**src/rtl/rs_pkg.sv**
```systemverilog
// Shared types and default code constants for the RS(nn,kk) encoder datapath.
package rs_pkg;
  localparam int RS_NN = 255;
  localparam int RS_KK = 247;
  localparam int RS_TT = 4;

  typedef enum logic [1:0] {ST_IDLE, ST_SEND, ST_GAP, ST_DONE} frame_gen_state_t;
  typedef enum logic [1:0] {PAT_DESC, PAT_ASC, PAT_LFSR, PAT_CONST} rs_pat_t;
endpackage

```
**src/rtl/rs_pat_lfsr.sv**
```systemverilog
// Galois LFSR pattern source: one step per adv, reloaded with SEED on load.
import rs_pkg::*;

module rs_pat_lfsr #(
  parameter int DW = 8,
  parameter logic [DW-1:0] POLY = DW'(8'h1D),
  parameter logic [DW-1:0] SEED = DW'(8'hFF)
) (
  input  logic          clk,
  input  logic          rst_n,
  input  logic          load,
  input  logic          adv,
  output logic [DW-1:0] q
);
  always_ff @(posedge clk or negedge rst_n) begin
    if (!rst_n)    q <= SEED;
    else if (load) q <= SEED;
    else if (adv)  q <= (q << 1) ^ (q[DW-1] ? POLY : '0);
  end
endmodule

```
**src/rtl/rs_frame_gen.sv**
```systemverilog
// Framed test-symbol source for the RS encoder: KK-symbol frames, gaps, busy stalls.
module rs_frame_gen
  import rs_pkg::*;
#(
  parameter int KK = RS_KK,
  parameter int DW = 8,
  parameter int GAP = 0,
  parameter int NBLK = 1,
  parameter logic [DW-1:0] POLY = DW'(8'h1D),
  parameter logic [DW-1:0] SEED = DW'(8'hFF)
) (
  input  logic          clk,
  input  logic          rst_n,
  input  logic          start,
  input  logic          stop,
  input  logic [1:0]    pat_sel,
  input  logic          busy,
  output logic          din_val,
  output logic          din_sop,
  output logic          din_eop,
  output logic [DW-1:0] din,
  output logic [15:0]   frame_cnt,
  output logic          active,
  output logic          done
);
  localparam int BW = $clog2(KK + 1);
  localparam int GW = (GAP > 1) ? $clog2(GAP) : 1;
  localparam logic [BW-1:0] LAST = BW'(KK - 1);
  localparam logic [15:0] NBLK_W = 16'(NBLK);

  frame_gen_state_t state, state_nxt;
  rs_pat_t          pat_q;
  logic [BW-1:0]    idx;
  logic [GW-1:0]    gap_cnt;
  logic [15:0]      frames_issued;
  logic [DW-1:0]    lfsr_q, sym;
  logic             busy_q, stop_pend;
  logic             start_acc, issue, frame_end;
  logic             val_nxt, sop_nxt, eop_nxt, act_nxt, done_nxt;

  assign start_acc = start && (state == ST_IDLE || state == ST_DONE);
  // busy is looked at one edge late, so a beat needs busy low at the previous edge
  assign issue     = (state == ST_SEND) && !busy_q;
  assign frame_end = issue && (idx == LAST);

  always_ff @(posedge clk or negedge rst_n) begin
    if (!rst_n) state <= ST_IDLE;
    else        state <= state_nxt;
  end

  always_comb begin
    state_nxt = state;
    case (state)
      ST_IDLE, ST_DONE: if (start) state_nxt = ST_SEND;
      ST_SEND: if (frame_end) begin
        if (stop || stop_pend)                                    state_nxt = ST_IDLE;
        else if (NBLK != 0 && (frames_issued + 16'd1) == NBLK_W)  state_nxt = ST_DONE;
        else if (GAP > 0)                                         state_nxt = ST_GAP;
        else                                                      state_nxt = ST_SEND;
      end
      ST_GAP: begin
        if (stop)                               state_nxt = ST_IDLE;
        else if (!busy_q && gap_cnt == '0)      state_nxt = ST_SEND;
      end
      default: state_nxt = ST_IDLE;
    endcase
  end

  always_comb begin
    case (pat_q)
      PAT_DESC: sym = DW'(BW'(KK) - idx);
      PAT_ASC:  sym = DW'(idx);
      PAT_LFSR: sym = lfsr_q;
      default:  sym = SEED;
    endcase
    val_nxt  = issue;
    sop_nxt  = issue && (idx == '0);
    eop_nxt  = frame_end;
    act_nxt  = (state == ST_SEND) || (state == ST_GAP);
    done_nxt = !start_acc && (state == ST_DONE);
  end

  always_ff @(posedge clk or negedge rst_n) begin
    if (!rst_n) begin
      busy_q        <= 1'b0;
      stop_pend     <= 1'b0;
      pat_q         <= PAT_DESC;
      idx           <= '0;
      gap_cnt       <= '0;
      frames_issued <= '0;
    end else begin
      busy_q <= busy;
      if (start_acc) begin
        pat_q         <= rs_pat_t'(pat_sel);
        idx           <= '0;
        frames_issued <= '0;
        stop_pend     <= 1'b0;
      end else begin
        if (issue)     idx <= frame_end ? '0 : idx + BW'(1);
        if (frame_end) frames_issued <= frames_issued + 16'd1;
        stop_pend <= (state == ST_SEND) && (state_nxt == ST_SEND) && (stop_pend || stop);
        if (frame_end && state_nxt == ST_GAP)
          gap_cnt <= GW'(GAP - 1);
        else if (state == ST_GAP && !busy_q && gap_cnt != '0)
          gap_cnt <= gap_cnt - GW'(1);
      end
    end
  end

  // frame_cnt trails frames_issued by one edge so it counts completed frames
  always_ff @(posedge clk or negedge rst_n) begin
    if (!rst_n) begin
      din_val   <= 1'b0;
      din_sop   <= 1'b0;
      din_eop   <= 1'b0;
      din       <= '0;
      frame_cnt <= '0;
      active    <= 1'b0;
      done      <= 1'b0;
    end else begin
      din_val   <= val_nxt;
      din_sop   <= sop_nxt;
      din_eop   <= eop_nxt;
      din       <= val_nxt ? sym : '0;
      frame_cnt <= start_acc ? 16'd0 : frames_issued;
      active    <= act_nxt;
      done      <= done_nxt;
    end
  end

  rs_pat_lfsr #(.DW(DW), .POLY(POLY), .SEED(SEED)) u_lfsr (
    .clk   (clk),
    .rst_n (rst_n),
    .load  (start_acc),
    .adv   (issue),
    .q     (lfsr_q)
  );
endmodule

```
**config.mk**
```make
export PLATFORM = sky130hd
export DESIGN_NAME = rs_frame_gen
export DESIGN_NICKNAME = d
export VERILOG_FILES = /design/src/rtl/rs_pkg.sv /design/src/rtl/rs_pat_lfsr.sv /design/src/rtl/rs_frame_gen.sv
export SDC_FILE = /design/constraint.sdc
export NUM_CORES = 1
export LEC_CHECK = 0
export CORE_AREA = 8 8 97 82
export CTS_BUF_LIST = sky130_fd_sc_hd__clkbuf_8
export CTS_CLUSTER_DIAMETER = 150
export DETAILED_ROUTE_END_ITERATION = 10
export DIE_AREA = 0 0 105 90
export GPL_TIMING_DRIVEN = 1
export PLACE_DENSITY = 0.76
export SYNTH_ARGS = -nofsm -noshare
export SYNTH_HDL_FRONTEND = slang
export SYNTH_SLANG_ARGS = --single-unit
```
**constraint.sdc**
```tcl
create_clock -name clk -period 2.2 [get_ports clk]
set_input_delay 0.66 -clock clk [delete_from_list [all_inputs] [get_ports clk]]
set_output_delay 0.66 -clock clk [all_outputs]
set_load 0.03 [all_outputs]
```
==> summary.txt <==
Status
  – Status: complete, no violations

Placed design
  – Setup WS pre-CTS: -120 ps
  – RePlAce Congestion: 0.916
  – Post-detail-place hpwl: 4720 µm
  – IO buf count: 35

Floorplanning
  – Die Area: 9450 µm²
  – Die Width: 105 µm
  – Initial core utilization: 0.521
  – Die H: 90 µm
  – Rows: 27
  – IO Count: 36
  – Core area: 6490 µm²

Clock network
  – CTS buffer count: 9
  – CTS tree: built
  – Clock Path Buffers: 2
  – Worst-path clk slew: 80 ps
  – Clock Sinks: 68
  – Clk root buf: clkbuf_8
  – Cts hold-fix bufs: 0
  – Clock latency on the worst-skew pair: 360 ps
  – H-tree level count: 3

Yosys
  – Synth cell types: 48
  – YS warnings: 0
  – Synth Instances: 333
  – Avg Cell Area, Syn: 10.1 µm²
  – Ys flop type: dfrtp_1
  – Yosys reg bits: 68
  – Number of synthesized flops with an enable pin: 0
  – Ys async rst share: 1.00
  – Sequential area share after synthesis: 0.506
  – Syn Nets: 350
  – Mapped cell area: 3380 µm²

Drt
  – DRT iter0 DRCs: 214
  – Antenna violation net count after detailed routing: 0
  – 1st-pass router iterations: 6
  – Wirelength, routed: 6860 µm
  – DR vias/cell: 5.48
  – Post-route DRC violation count: 0
  – Per-cell routed wire length: 14.8 µm
  – Via Count: 2535

Setup path
  – Crit path buf inv count: 2
  – Startpoint types: flip-flop
  – Data arrival, critical path: 2360 ps
  – CP cell instances: inv_1 > ha_1 > inv_1 > o2111a_1 > nand4b_1 > or4_1 > o31ai_2
  – WP data required: 2470 ps
  – Crit end category: flip-flop
  – CP max-delay cell: or4_1
  – Worst Setup SP: state[0]$_DFF_PN0_
  – Crit Path Class: flip-flop to flip-flop
  – R2R Path Start: state[0]$_DFF_PN0_
  – Top cell by count, worst path: inv_1
  – Reg2reg path depth: 7
  – Crit Path Max Fanout: 5
  – Reg2reg setup slack: 120 ps
  – Largest stage delay on the critical path: 490 ps
  – Cell family with most CP delay: simple AND/OR/NAND/NOR gates
  – Worst R2R End: state[1]$_DFF_PN0_

Final layout
  – Most frequent cells in the layout: dfrtp_1 (60), nand2_1 (38), clkdlybuf4s50_1 (34)
  – Area of the multi-input gates: 1500 µm²
  – FILL cells: 538
  – Layout cells sized above 1: 0.152
  – Reg area: 1710 µm²
  – Ant. Diodes: 0
  – Area delta synth->final: 19.5%
  – Most common cell after layout, fill and taps aside: dfrtp_1
  – Final Util: 0.623
  – Final net count: 388

Timing
  – Fmax: 0.480 GHz
  – Actual slew at the worst max-slew pin: 588 ps
  – Min Clock Period, post-route: 2080 ps
  – Finish-stage setup viols: 0
  – Final worst setup slack: 116 ps
  – Unrepaired setup endpoints after global routing: false
  – Hold Violations, Final: 0
  – Slew Limit Fails: 0
  – Rel. slew slack: 0.605
  – Crit share post-route: 0.947
  – Clock skew: 9.22 ps

Global route
  – Vias in the first global route: 2450
  – Remaining Overflow, GRT: 0
  – GR Util All Layers: 0.152
  – Largest net degree at the start of global routing: 69
  – First-pass GRT wire length: 11800 µm
  – Initial antenna violation count: 0

Power and ir drop
  – PwrDens: 966 nW/µm²
  – Leakage power: 1.79 nW
  – Worst-case vdd ir drop: 0.623 mV

Job
  – Max-cap viol count: 0

Worst hold path
  – HP Class: input pin to asynchronous set/reset pin
## kinds of logic after synthesis
kind of cell             synth area share
AND/OR/NAND/NOR                     0.226
XOR/XNOR                           0.0829
AO/OA/AOI/OAI                      0.0844
flip-flops                          0.506
multiplexers                       0.0118
buffers and inverters              0.0511
adder cells (fa/ha/maj)            0.0370
## metal layers
layer	GRT usage	wire length (µm)	vias up
met5	0	0	-
met4	0.0605	157	0
met3	0.0521	407	11
met2	0.222	3030	69
met1	0.201	3260	1236
li1	-	-	1219
## through the flow
stage | hold slack (ps) | power, mW | cells | TNS [ps] | cell area (µm²)
6_report | 296 | 3.90 | 463 | 0 | 4040
5_1_grt | 341 | 4.12 | 463 | 0 | 4040
4_1_cts | 316 | 3.93 | 462 | 0 | 4020
3_5_place_dp | 492 | 2.89 | 446 | -120 | 3820
3_3_place_gp | 485 | 2.84 | 446 | -54.2 | 3820
2_1_floorplan | 364 | 2.44 | 333 | 0 | 3380
## power by group
group	internal, mW	switching (mW)	total, mW
registers	1.50	0.178	1.68
logic	0.514	0.681	1.20
clock network	0.526	0.505	1.03
total	2.54	1.36	3.90
## cell type report
cell class / instances / area share
flip-flops and latches: 68 / 0.424
clock buffers: 9 / 0.0307
inverters: 11 / 0.0102
well taps: 87 / 0.0270
multi-input cells: 232 / 0.372
repair buffers: 49 / 0.118
clock inverters: 7 / 0.0186
## synthesized netlist by cell type, types with 2 or more instances
master    number  area (µm²)
ha_1          10         125
o21ai_0        8        40.0
nor3_1        10        50.1
and3_1         3        18.8
clkbuf_1      12        45.0
inv_1         10        37.5
a31oi_1        5        31.3
o211ai_1       5        37.5
clkbuf_8       4        55.1
nand4b_1       2        17.5
dfstp_2        8         210
xnor2_1       13         114
mux2i_1        4        40.0
nand4_1       13        81.3
dfrtp_1       60        1500
o221a_2        6        67.6
buf_2          4        20.0
and2_1        15        93.8
nand3_1       13        65.1
nor4_1         5        31.3
nand2_1       38         143
a21oi_1        5        25.0
or2_2          2        12.5
nor2_1        33         124
nand2b_1       3        18.8
nor3_2         2        20.0
xor2_1        19         166
## state kept, by name, indices dropped and copies added (netlist names), 2 cells and up
signal and cells:
idx 8, din 8, frame_cnt 16, pat_q 2, frames_issued 16, state 2, u_lfsr.q 8
## worst max-delay path by stage
stage / to / slack, ps / cells past startpoint
2_1_floorplan: state[1]$_DFF_PN0_ / 280 / 8
3_3_place_gp: state[1]$_DFF_PN0_ / -50 / 6
3_5_place_dp: state[1]$_DFF_PN0_ / -120 / 6
4_1_cts: state[1]$_DFF_PN0_ / 90 / 7
5_1_grt: state[1]$_DFF_PN0_ / 8 / 7
6_report: state[1]$_DFF_PN0_ / 120 / 7
## repair_timing
item / in CTS / in global routing
hold endpoints to repair: 0 / 0
setup endpoints to repair: 0 / 1
buffers inserted: 0 / 1
resized for setup: 0 / 2
(Power assumes the default switching activity.)
